[src/rtl/rv32_pkg.sv]
// Shared types for the RV32 pipeline hazard controller: FSM states, the
// stall/flush bundle and the hard-wired zero register index.
package rv32_pkg;

  typedef enum logic [1:0] {
    RUN      = 2'd0,
    MDU_BUSY = 2'd1,
    MDU_DONE = 2'd2
  } pipe_ctrl_state_e;

  typedef struct packed {
    logic stall_pc;
    logic stall_if_id;
    logic stall_id_ex;
    logic stall_ex_mem;
    logic flush_if_id;
    logic flush_id_ex;
    logic flush_ex_mem;
    logic flush_mem_wb;
  } pipe_ctrl_t;

  localparam logic [4:0] REG_X0 = 5'd0;

  // A source operand conflicts only if it is really read and names the producer.
  function automatic logic src_hit(input logic v, input logic [4:0] rs, input logic [4:0] rd);
    return v && (rs == rd);
  endfunction

endpackage

[src/rtl/pipe_ctrl_mdu_seq.sv]
// MDU occupancy sequencer: issues the operand-latch pulse and holds the front
// of the pipe while a multi-cycle MUL/DIV/REM sits in EX.
module pipe_ctrl_mdu_seq
  import rv32_pkg::*;
#(
  parameter int MDU_LAT = 4
) (
  input  logic clk,
  input  logic resetn,
  input  logic ex_mdu_op,
  input  logic mem_busy,
  output logic mdu_hold,
  output logic mdu_start
);

  localparam int CW = (MDU_LAT > 1) ? $clog2(MDU_LAT) : 1;
  localparam logic [CW-1:0] CNT_INIT = CW'(MDU_LAT - 1);

  pipe_ctrl_state_e r_state, w_state_nxt;
  logic [CW-1:0]    r_cnt, w_cnt_nxt;
  logic             w_cnt_zero;

  assign w_cnt_zero = (r_cnt == '0);

  always_ff @(posedge clk or negedge resetn) begin
    if (!resetn) begin
      r_state <= RUN;
      r_cnt   <= '0;
    end else begin
      r_state <= w_state_nxt;
      r_cnt   <= w_cnt_nxt;
    end
  end

  // The counter keeps running under mem_busy; a finish during a dmem wait parks in MDU_DONE.
  always_comb begin
    w_state_nxt = r_state;
    w_cnt_nxt   = r_cnt;
    case (r_state)
      RUN: begin
        if (ex_mdu_op && !mem_busy) begin
          w_state_nxt = MDU_BUSY;
          w_cnt_nxt   = CNT_INIT;
        end
      end
      MDU_BUSY: begin
        if (w_cnt_zero) w_state_nxt = mem_busy ? MDU_DONE : RUN;
        else            w_cnt_nxt   = r_cnt - 1'b1;
      end
      MDU_DONE: begin
        if (!mem_busy) w_state_nxt = RUN;
      end
      default: w_state_nxt = RUN;
    endcase
  end

  always_comb begin
    mdu_start = 1'b0;
    mdu_hold  = 1'b0;
    case (r_state)
      RUN: begin
        mdu_start = ex_mdu_op && !mem_busy;
        mdu_hold  = ex_mdu_op && !mem_busy;
      end
      MDU_BUSY: mdu_hold = !w_cnt_zero || mem_busy;
      default: ;
    endcase
  end

endmodule

[src/rtl/pipe_ctrl.sv]
// Hazard/sequencing controller for the 5-stage RV32 pipe. Priority is
// mem_busy > MDU > redirect > load-use. PIPE_CTRL_PERF_EN adds perf counters.
module pipe_ctrl
  import rv32_pkg::*;
#(
  parameter int MDU_LAT = 4,
  parameter int CNT_W   = 32
) (
  input  logic             clk,
  input  logic             resetn,
  input  logic [4:0]       id_rs1,
  input  logic [4:0]       id_rs2,
  input  logic             id_rs1_v,
  input  logic             id_rs2_v,
  input  logic [4:0]       ex_rd,
  input  logic             ex_is_load,
  input  logic             ex_mdu_op,
  input  logic             ex_redirect,
  input  logic             mem_busy,
  output logic             stall_pc,
  output logic             stall_if_id,
  output logic             stall_id_ex,
  output logic             stall_ex_mem,
  output logic             flush_if_id,
  output logic             flush_id_ex,
  output logic             flush_ex_mem,
  output logic             flush_mem_wb,
  output logic             redirect_take,
  output logic             mdu_start,
  output logic [CNT_W-1:0] perf_ldu,
  output logic [CNT_W-1:0] perf_mdu,
  output logic [CNT_W-1:0] perf_mem,
  output logic [CNT_W-1:0] perf_redir
);

  pipe_ctrl_t w_ctl;
  logic       w_mdu_hold, w_mdu_start;
  logic       w_ldu, w_ldu_fire, w_mdu_fire, w_take;

  pipe_ctrl_mdu_seq #(.MDU_LAT(MDU_LAT)) u_mdu_seq (
    .clk       (clk),
    .resetn    (resetn),
    .ex_mdu_op (ex_mdu_op),
    .mem_busy  (mem_busy),
    .mdu_hold  (w_mdu_hold),
    .mdu_start (w_mdu_start)
  );

  assign w_ldu = ex_is_load && (ex_rd != REG_X0) &&
                 (src_hit(id_rs1_v, id_rs1, ex_rd) || src_hit(id_rs2_v, id_rs2, ex_rd));

  // A taken redirect squashes the ID instruction, so it also wins over load-use.
  always_comb begin
    w_ctl      = '0;
    w_take     = 1'b0;
    w_ldu_fire = 1'b0;
    w_mdu_fire = 1'b0;
    if (mem_busy) begin
      w_ctl.stall_pc     = 1'b1;
      w_ctl.stall_if_id  = 1'b1;
      w_ctl.stall_id_ex  = 1'b1;
      w_ctl.stall_ex_mem = 1'b1;
      w_ctl.flush_mem_wb = 1'b1;
    end else if (w_mdu_hold) begin
      w_ctl.stall_pc     = 1'b1;
      w_ctl.stall_if_id  = 1'b1;
      w_ctl.stall_id_ex  = 1'b1;
      w_ctl.flush_ex_mem = 1'b1;
      w_mdu_fire         = 1'b1;
    end else if (ex_redirect) begin
      w_take             = 1'b1;
      w_ctl.flush_if_id  = 1'b1;
      w_ctl.flush_id_ex  = 1'b1;
    end else if (w_ldu) begin
      w_ctl.stall_pc     = 1'b1;
      w_ctl.stall_if_id  = 1'b1;
      w_ctl.flush_id_ex  = 1'b1;
      w_ldu_fire         = 1'b1;
    end
  end

  assign stall_pc      = resetn & w_ctl.stall_pc;
  assign stall_if_id   = resetn & w_ctl.stall_if_id;
  assign stall_id_ex   = resetn & w_ctl.stall_id_ex;
  assign stall_ex_mem  = resetn & w_ctl.stall_ex_mem;
  assign flush_if_id   = resetn & w_ctl.flush_if_id;
  assign flush_id_ex   = resetn & w_ctl.flush_id_ex;
  assign flush_ex_mem  = resetn & w_ctl.flush_ex_mem;
  assign flush_mem_wb  = resetn & w_ctl.flush_mem_wb;
  assign redirect_take = resetn & w_take;
  assign mdu_start     = resetn & w_mdu_start;

`ifdef PIPE_CTRL_PERF_EN
  logic [CNT_W-1:0] r_perf_ldu, r_perf_mdu, r_perf_mem, r_perf_redir;

  // Saturate rather than wrap so long runs never report a misleadingly small count.
  always_ff @(posedge clk or negedge resetn) begin
    if (!resetn) begin
      r_perf_ldu   <= '0;
      r_perf_mdu   <= '0;
      r_perf_mem   <= '0;
      r_perf_redir <= '0;
    end else begin
      if (w_ldu_fire && (r_perf_ldu   != '1)) r_perf_ldu   <= r_perf_ldu   + 1'b1;
      if (w_mdu_fire && (r_perf_mdu   != '1)) r_perf_mdu   <= r_perf_mdu   + 1'b1;
      if (mem_busy   && (r_perf_mem   != '1)) r_perf_mem   <= r_perf_mem   + 1'b1;
      if (w_take     && (r_perf_redir != '1)) r_perf_redir <= r_perf_redir + 1'b1;
    end
  end

  assign perf_ldu   = r_perf_ldu;
  assign perf_mdu   = r_perf_mdu;
  assign perf_mem   = r_perf_mem;
  assign perf_redir = r_perf_redir;
`else
  logic w_unused;
  assign w_unused   = w_ldu_fire ^ w_mdu_fire;
  assign perf_ldu   = '0;
  assign perf_mdu   = '0;
  assign perf_mem   = '0;
  assign perf_redir = '0;
`endif

endmodule

[config.mk]
export PLATFORM = sky130hd
export DESIGN_NAME = pipe_ctrl
export DESIGN_NICKNAME = d
export VERILOG_FILES = /design/src/rtl/rv32_pkg.sv /design/src/rtl/pipe_ctrl_mdu_seq.sv /design/src/rtl/pipe_ctrl.sv
export SDC_FILE = /design/constraint.sdc
export NUM_CORES = 1
export LEC_CHECK = 0
export BUFFER_PORTS_ARGS = -buffer_cell sky130_fd_sc_hd__buf_4
export CAP_MARGIN = 20
export CORE_UTILIZATION = 35
export CTS_BUF_LIST = sky130_fd_sc_hd__clkbuf_16
export DETAILED_ROUTE_END_ITERATION = 16
export PLACE_DENSITY = 0.84
export SYNTH_ARGS = -nofsm -noshare
export SYNTH_HDL_FRONTEND = slang
export SYNTH_HIERARCHICAL = 1
export SYNTH_SLANG_ARGS = --single-unit
[constraint.sdc]
create_clock -name clk -period 2 [get_ports clk]
set_input_delay 0.4 -clock clk [delete_from_list [all_inputs] [get_ports clk]]
set_output_delay 0.4 -clock clk [all_outputs]
set_load 0.02 [all_outputs]
; After elaboration in Yosys (flattened, before gate mapping)
; Cells that the tools add are included.
[word_totals]
register_bits = 4
input_bits = 23
wordCells = 58
[classes]
add_sub_neg = 1
n_eq_ne = 8
n_mux = 23
bitwise = 9
reduce_logical = 15
[op_table]
columns = operator, count
row1 = 2-bit two-way mux, 10
row2 = 5-bit equality test, 2
row3 = 1-bit bitwise AND, 9
row4 = 1-bit two-way mux, 8
row5 = 3-bit two-way mux, 2
row6 = 2-bit one-hot mux with 3 select lines, 1
row7 = 3-bit AND reduction, 2
row8 = 1-bit logical AND, 5
row9 = 5-bit nonzero test, 1
row10 = 2-bit zero test, 2
row11 = "2-bit by 1-bit != test with 1-bit output, second input constant", 2
row12 = "2-bit != test, second input constant", 2
row13 = 2-bit one-hot mux with 2 select lines, 1
row14 = "2-bit by 1-bit equality test with 1-bit output, second input constant", 1
row15 = "2-bit equality test, second input constant", 1
row16 = 1-bit zero test, 2
row17 = 1-bit logical OR, 2
row18 = 1-bit one-hot mux with 2 select lines, 1
row19 = 2-bit nonzero test, 1
row20 = "2-bit by 1-bit subtractor with 2-bit output, second input constant", 1

; Logic depth before layout (Yosys ltp)
; Gate-level depths: netlist of the first run.
[depth]
depth_word = 9
depth_mapped = 9

; Cells and area by module
; Netlist of the first run, hierarchy kept.
[modules_own_cells]
columns = module, n_inst, cells_per_inst, area_per_inst_um2
row1 = pipe_ctrl, 1, 161, 1188.6
row2 = pipe_ctrl_mdu_seq, 1, 26, 227.7

; Worst setup path after synthesis of the first run
; Ideal clock, no wire load.
[synth_timing]
path_type = input to output
from = in ex_rd[3]
to = out stall_pc
arrival_ns = 2.095
required_time_ns = 1.600
slack_ns = -0.495
path_stages = 5
path_buffers = 1
cell_sequence = xor2_1 > nor4_2 > a32oi_1 > o41ai_1 > buf_4
[synth_via]
elab_chain_cells = 9
word_cells_on_any_way = 13
[synth_rtl]
columns = item, line_no
row1 = "start, declared", pipe_ctrl.sv:15  ; input logic [4:0] ex_rd,
row2 = 5-bit equality test, rv32_pkg.sv:26  ; return v && (rs == rd);
row3 = 1-bit logical AND, rv32_pkg.sv:26
row4 = 1-bit logical OR, pipe_ctrl.sv:50  ; (src_hit(id_rs1_v, id_rs1, ex_rd) || src_hit(id_rs2_v, id_rs2, ex_rd));
row5 = 1-bit logical AND *, pipe_ctrl.sv:49  ; assign w_ldu = ex_is_load && (ex_rd != REG_X0) &&
row6 = 2-bit two-way mux *, pipe_ctrl.sv:74  ; end else if (w_ldu) begin
row7 = 2-bit two-way mux *, pipe_ctrl.sv:70  ; end else if (ex_redirect) begin
row8 = 2-bit two-way mux *, pipe_ctrl.sv:64  ; end else if (w_mdu_hold) begin
row9 = 3-bit two-way mux *, pipe_ctrl.sv:58  ; if (mem_busy) begin
row10 = 1-bit bitwise AND *, pipe_ctrl.sv:82  ; assign stall_pc = resetn & w_ctl.stall_pc;
row11 = "end, declared", pipe_ctrl.sv:20  ; output logic stall_pc,
; Every way passes the cells marked *; elsewhere a longest branch is shown, timed or not.

; Final worst setup path of the first run
[layout_timing]
from = reg u_mdu_seq.r_cnt[1]
to = out flush_id_ex
[layout_via]
elab_chain_cells = 7
[layout_rtl]
columns = item, line_no
row1 = "start, declared", pipe_ctrl_mdu_seq.sv:20  ; logic [CW-1:0] r_cnt, w_cnt_nxt;
row2 = "start signal, assigned", pipe_ctrl_mdu_seq.sv:31  ; r_cnt <= w_cnt_nxt;
row3 = 2-bit zero test, pipe_ctrl_mdu_seq.sv:23  ; assign w_cnt_zero = (r_cnt == '0);
row4 = 1-bit zero test, pipe_ctrl_mdu_seq.sv:65  ; MDU_BUSY: mdu_hold = !w_cnt_zero || mem_busy;
row5 = 1-bit logical OR, pipe_ctrl_mdu_seq.sv:65
row6 = 1-bit one-hot mux with 2 select lines, pipe_ctrl_mdu_seq.sv:60  ; case (r_state)
row7 = via w_mdu_hold, pipe_ctrl.sv:37  ; logic w_mdu_hold, w_mdu_start;
row8 = 2-bit two-way mux, pipe_ctrl.sv:64
row9 = 3-bit two-way mux, pipe_ctrl.sv:58
row10 = 1-bit bitwise AND, pipe_ctrl.sv:87  ; assign flush_id_ex = resetn & w_ctl.flush_id_ex;
row11 = "end, declared", pipe_ctrl.sv:25  ; output logic flush_id_ex,
; The timed path passes the listed nets, and every way through them passes these cells.

==> run metrics, run 1 <==
Site Rows 22; CTS Buffer Depth 2; drt drc 0; Fmax around 500 MHz; Synth Flop Type dfrtp_1; first-pass GRT wire length 2640 µm; top-count cell post-synth buf_4; Die Y-Extent 65.6 µm; DP Worst Slack -0.130 ns; Worst R2R Path Depth 7; RSZ-0062 raised after global routing yes; max-slew violations 0; Tcrit/Tclk final 103%; CTS Root Cell clkbuf_16; Hold WC Path Type in -> reg; Area contributors post-synth buf_4 69%, dfrtp_1 7.1%, xor2_1 4.9%; post-synth cell types 26; DR WL/cell between 7 and 8 µm; Port Buffers 32; r2r startpoint u_mdu_seq/r_cnt[1]; YS warnings 6; Post-DP HPWL 1770 µm; WP data required 1.60 ns; worst r2r dst u_mdu_seq/r_state[1]; TritonCTS sink count 4; total power between 1000 and 1500 µW; status finished with violations; worst vdd ir 291 µV; Synth-to-Final Area Change 2.65%; Seq/Total Area, Yosys approximately 7.1%; worst hold slack 0.470 ns; total gr overflow 0; Nets 256; failing checks setup timing; asr flop ratio synth 100%; Post-Place Cells 269; Post-synth EDFFs 0; 1st-iter DRT viols 6; drt total wl 2060 µm; Worst Hold Launch mem_busy; Pleak roughly 0.00089 µW; Setup CP Type reg -> out; DR vias/cell 3.15; CTS tree yes; crit end category primary output; Detailed Routing Iterations Pass 1 4; Commonest cells post-synth 131 x buf_4, 8 x xor2_1, 7 x inv_1; core area 0.00377 mm²; Seq cells post-synth 4; Period minus WS final 2.05 ns; CP Data Arrival Time 1.65 ns; Tot GR Track Use 8.56%; Antenna Nets Post-Route 0; Hold Vio Cnt, Final 0; clock latency on the worst-skew pair 0.23 ns; area leader, netlist buf_4; Max Cap Viol 0; Crit Path Max Fanout 3; final setup vio count 5; DIE AREA 0.00431 mm²; Syn Area/Cell ~7.6 µm²; PwrDens 811 mW/mm²; final setup margin -0.0530 ns; gpl congestion 0.672; Yosys top cell area share 69.4%; initial antenna violation count 0; via count roughly 880; initial core utilization 37.6%; share of post-route cells with drive strength above 1 about 26%; clk slew on worst S/H paths about 0.030 ns; Finished Layout Cells 278; pin count of the biggest net entering global routing 8; H-tree levels 1; CTS buffer count 3; I/O pins about 160; Synth Instances 187; DIE WIDTH around 66 µm; Worst Skew 0.000379 ns; post-layout util just under 40%; minimum setup slack among reg-to-reg paths 0.63 ns; critical path startpoint category flop; Antenna Cells 0; Post-Synthesis Cell Area 0.00142 mm²; vias in the first global route 620; Min-Delay Path Depth 2; Worst Hold End u_mdu_seq/r_state[1]
-- worst max path at each step --
stage | slack, ns | end | depth (start not counted) | startpoint
floorplan | -0.08 | stall_pc | 5 | ex_rd[3]
global placement | -0.11 | stall_pc | 6 | ex_rd[3]
detailed placement | -0.13 | stall_pc | 6 | ex_rd[3]
CTS | -0.06 | flush_id_ex | 6 | id_rs1[1]
global route | -0.13 | flush_id_ex | 10 | u_mdu_seq/r_cnt[1]
finish | -0.05 | flush_id_ex | 10 | u_mdu_seq/r_cnt[1]
-- power breakdown --
group	switching, µW	internal (µW)	total (µW)
combinational	438	272	710
sequential	34.6	116	150
clock	63.1	256	319
total	536	643	1180
-- cell usage in the layout, fill, tap and decap left out, types with 2 or more instances in the layout --
cell type | Yosys | final
nand3_1 | 2 | 2
buf_6 | 0 | 4
buf_4 | 131 | 39
clkbuf_16 | 0 | 3
xor2_1 | 8 | 7
and2_1 | 2 | 2
nor2_1 | 4 | 4
xnor2_1 | 2 | 2
nand2_1 | 3 | 3
inv_1 | 7 | 3
dfrtp_1 | 4 | 4
conb_1 | 1 | 128
a21oi_1 | 3 | 2
o21ai_1 | 0 | 2
inv_2 | 1 | 5
nand2b_1 | 3 | 3
-- worst max-delay path, stage by stage (launching register included) --
cell     delay (ns)
dfrtp_1        0.38
inv_2          0.08
ha_4           0.13
inv_2          0.04
o21ai_2        0.15
a21oi_2        0.08
buf_4          0.14
nor2_1         0.08
nand2_1        0.10
o41ai_2        0.06
buf_4          0.19
-- state kept, by name, indices dropped and copies added, names as in the netlist --
| name | count |
|---|---|
| u_mdu_seq/r_cnt | 2 |
| u_mdu_seq/r_state | 2 |
-- area by class of cell --
| cell class | instances | area, µm² |
|---|---|---|
| clock buffer | 3 | 75.1 |
| fill | 398 | 2320 |
| inverter | 8 | 30.0 |
| multi-input combinational | 171 | 841 |
| sequential | 4 | 100 |
| tap | 48 | 60.1 |
| timing repair buffer | 44 | 348 |
-- routing by layer --
| layer | global-route usage (%) | share of wire (%) | vias up |
|---|---|---|---|
| met5 | 0 | 0 | - |
| met4 | 4.08 | 1.4 | 0 |
| met3 | 3.82 | 11 | 4 |
| met2 | 16.6 | 57 | 86 |
| met1 | 7.25 | 30 | 374 |
| li1 | - | - | 411 |
-- logic make-up after synthesis --
group	after synthesis	share of synthesized area (%)
flip-flops	4	7.07
other	1	0.265
multiplexers	1	0.707
buffers and inverters	139	71.6
AO/OA/AOI/OAI	12	5.83
adder cells (fa/ha/maj)	1	0.883
XOR/XNOR	10	6.18
AND/OR/NAND/NOR	19	7.51
-- metrics by stage --
step                      instance area [µm²]  setup TNS [ns]
after floorplan                          1920         -0.0806
after global placement                   1280          -0.276
after detailed placement                 1280          -0.367
after CTS                                1430         -0.0770
after global routing                     1450          -0.436
final                                    1450         -0.0825
-- timing repair --
item                                   in CTS  in global routing
hold buffers                                1                  0
endpoints found under the hold margin       4                  0
gates cloned                                0                  0
setup endpoints to repair                   7                  7
resized for setup                          13                  4
pin swaps                                  12                  4
setup buffers                               3                  2
Note: power is estimated with default switching activity, not from simulation.
==> inputs of run 2 (changes only) <==
--- a/config.mk
+++ b/config.mk
@@ -10,7 +10,9 @@
 export CORE_UTILIZATION = 35
 export CTS_BUF_LIST = sky130_fd_sc_hd__clkbuf_16
 export DETAILED_ROUTE_END_ITERATION = 16
+export GPL_TIMING_DRIVEN = 0
 export PLACE_DENSITY = 0.84
+export SKIP_CTS_REPAIR_TIMING = 1
 export SYNTH_ARGS = -nofsm -noshare
 export SYNTH_HDL_FRONTEND = slang
 export SYNTH_HIERARCHICAL = 1
==> run 2 against run 1 <==
  * The run still ends with setup timing left
  * Final area increased by 68%
  * Critical endpoint is now stall_pc
  * Cell count increased by 44%
  * Worst hold slack improved by 0.013 ns
  * Clock power decreased by 3%
  * Non-clock buffer count increased by 123
  * Die area unchanged
  * Largest power group unchanged
  * Core utilization increased by 26 points
==> run metrics, run 2 (synthesis gave the netlist of run 1 again) <==
status finished with violations; failing checks setup timing; DP Worst Slack -0.274 ns; Hold Vio Cnt, Final 0; Setup CP Type in -> out; critical path startpoint category input port; TritonCTS sink count 4; minimum setup slack among reg-to-reg paths 0.81 ns; # fillers 325; Nets approximately 380; Worst Skew about 0.00085 ns; drt drc 0; Top delay family on crit path compound AO/OA/AOI/OAI gates; max-slew violations 0; Sw Pwr 579 µW; Fmax about 460 MHz; CP Data Arrival Time 1.77 ns; most common cell after layout, fill and taps aside buf_4; worst path cell trace buf_6, xor2_2, nor4_2, a32oi_2, o41ai_4, buf_4, buf_6; DIE WIDTH 65.6 µm; Clock power frac ~22%; final setup vio count 5; Post-DP HPWL 2540 µm; core area 0.00377 mm²; Die Y-Extent 65.6 µm; DR vias/cell between 3 and 4; Hold WC Path Type in -> reg; first-pass GRT wire length 3900 µm; initial antenna violation count 0; final setup margin -0.172 ns; CTS buffer count 3; RSZ-0062 raised after global routing yes; Tcrit/Tclk final 109%; crit-path max cell delay between 0.3 and 0.4 ns; Multi-input gate area 877 µm²; initial core utilization 37.6%; Period minus WS final 2.17 ns; total power about 1400 µW; I/O pins 161; DR WL/cell 7.03 µm; Tot GR Track Use 11.8%; Synth-to-Final Area Change 72.2%; WP buf/inv 3; Port Buffers 32; 1st-iter DRT viols 10; crit path max-delay cell type o41ai_4; worst vdd ir approximately 360 µV; PwrDens 564 mW/mm²; crit end category primary output; clock latency on the worst-skew pair 0.22 ns; gpl congestion ~0.76; WP data required approximately 1.6 ns; share of post-route cells with drive strength above 1 53.0%; CTS Root Cell clkbuf_16; setup TNS -0.493 ns; DIE AREA 0.00431 mm²; clk slew on worst S/H paths about 0.03 ns; Antenna Cells 0; H-tree levels 1; pin count of the biggest net entering global routing 10; CTS tree yes; CTS Buffer Depth 2; Seq pwr share between 10% and 20%; Internal about 790 µW; Logic pwr share 65.8%; Max Cap Viol 0; Pleak 0.00158 µW; commonest non-fill, non-tap cells in the layout 157 x buf_4, 128 x conb_1, 8 x buf_6; FF+latch area ~100 µm²; Detailed Routing Iterations Pass 1 3; post-route design area approximately 0.0024 mm²; most repeated library cell on the critical path buf_6; vias in the first global route 987; Placement Cell Area between 0.002 and 0.0025 mm²; drt total wl between 2000 and 3000 µm; total gr overflow 0; via count about 1200; Largest regs u_mdu_seq/r_cnt (2), u_mdu_seq/r_state (2); Crit Path Max Fanout 2; Site Rows 22; Antenna Nets Post-Route 0; switch share roughly 42%
-- run 2: metrics by stage --
stage | utilization, % | cells | hold slack, ns
2_1_floorplan | - | 314 | 0.104
3_3_place_gp | 58.9 | 394 | 0.217
3_5_place_dp | 58.9 | 394 | 0.219
4_1_cts | 60.8 | 397 | -0.0129
5_1_grt | 64.7 | 401 | 0.495
6_report | 64.7 | 401 | 0.483
-- run 2: area by class of cell --
type / count / area share (%)
Timing Repair Buffer: 36 / 12.6
Inverter: 8 / 1.33
Clock buffer: 3 / 3.08
Buffer: 131 / 40.5
Sequential cell: 4 / 4.10
Tap cell: 48 / 2.46
Multi-Input combinational cell: 171 / 36.0
-- run 2: worst register-to-register path, stage by stage (launching register included) --
cell      delay (ns)
dfrtp_1         0.40
inv_2           0.08
ha_4            0.16
inv_4           0.05
or3_1           0.31
a21boi_1        0.13
-- run 2: per-layer routing --
metal	vias up	part of all wire [%]	global-route usage, %
li1	659	-	-
met1	466	27	10.0
met2	89	56	23.8
met3	6	15	4.34
met4	0	1.8	4.89
met5	-	0	0
-- run 2: path summary, 6_finish.rpt --
check                                   start                   end  depth (start not counted)
min reg2reg                u_mdu_seq/r_cnt[1]    u_mdu_seq/r_cnt[1]                          1
min in group asynchronous              resetn  u_mdu_seq/r_state[1]                          2
max                                 id_rs1[3]              stall_pc                          7
max in group asynchronous              resetn  u_mdu_seq/r_state[0]                          2
min                                  mem_busy  u_mdu_seq/r_state[1]                          2
max reg2reg                u_mdu_seq/r_cnt[0]  u_mdu_seq/r_state[1]                          5
-- run 2: power by group through the flow --
stage | clock network, µW | registers, µW | logic [µW]
finish | 309 | 161 | 905
global route | 318 | 167 | 982
CTS | 311 | 148 | 754
detailed placement | 0 | 149 | 754
global placement | 0 | 148 | 742
floorplan | 0 | 142 | 638
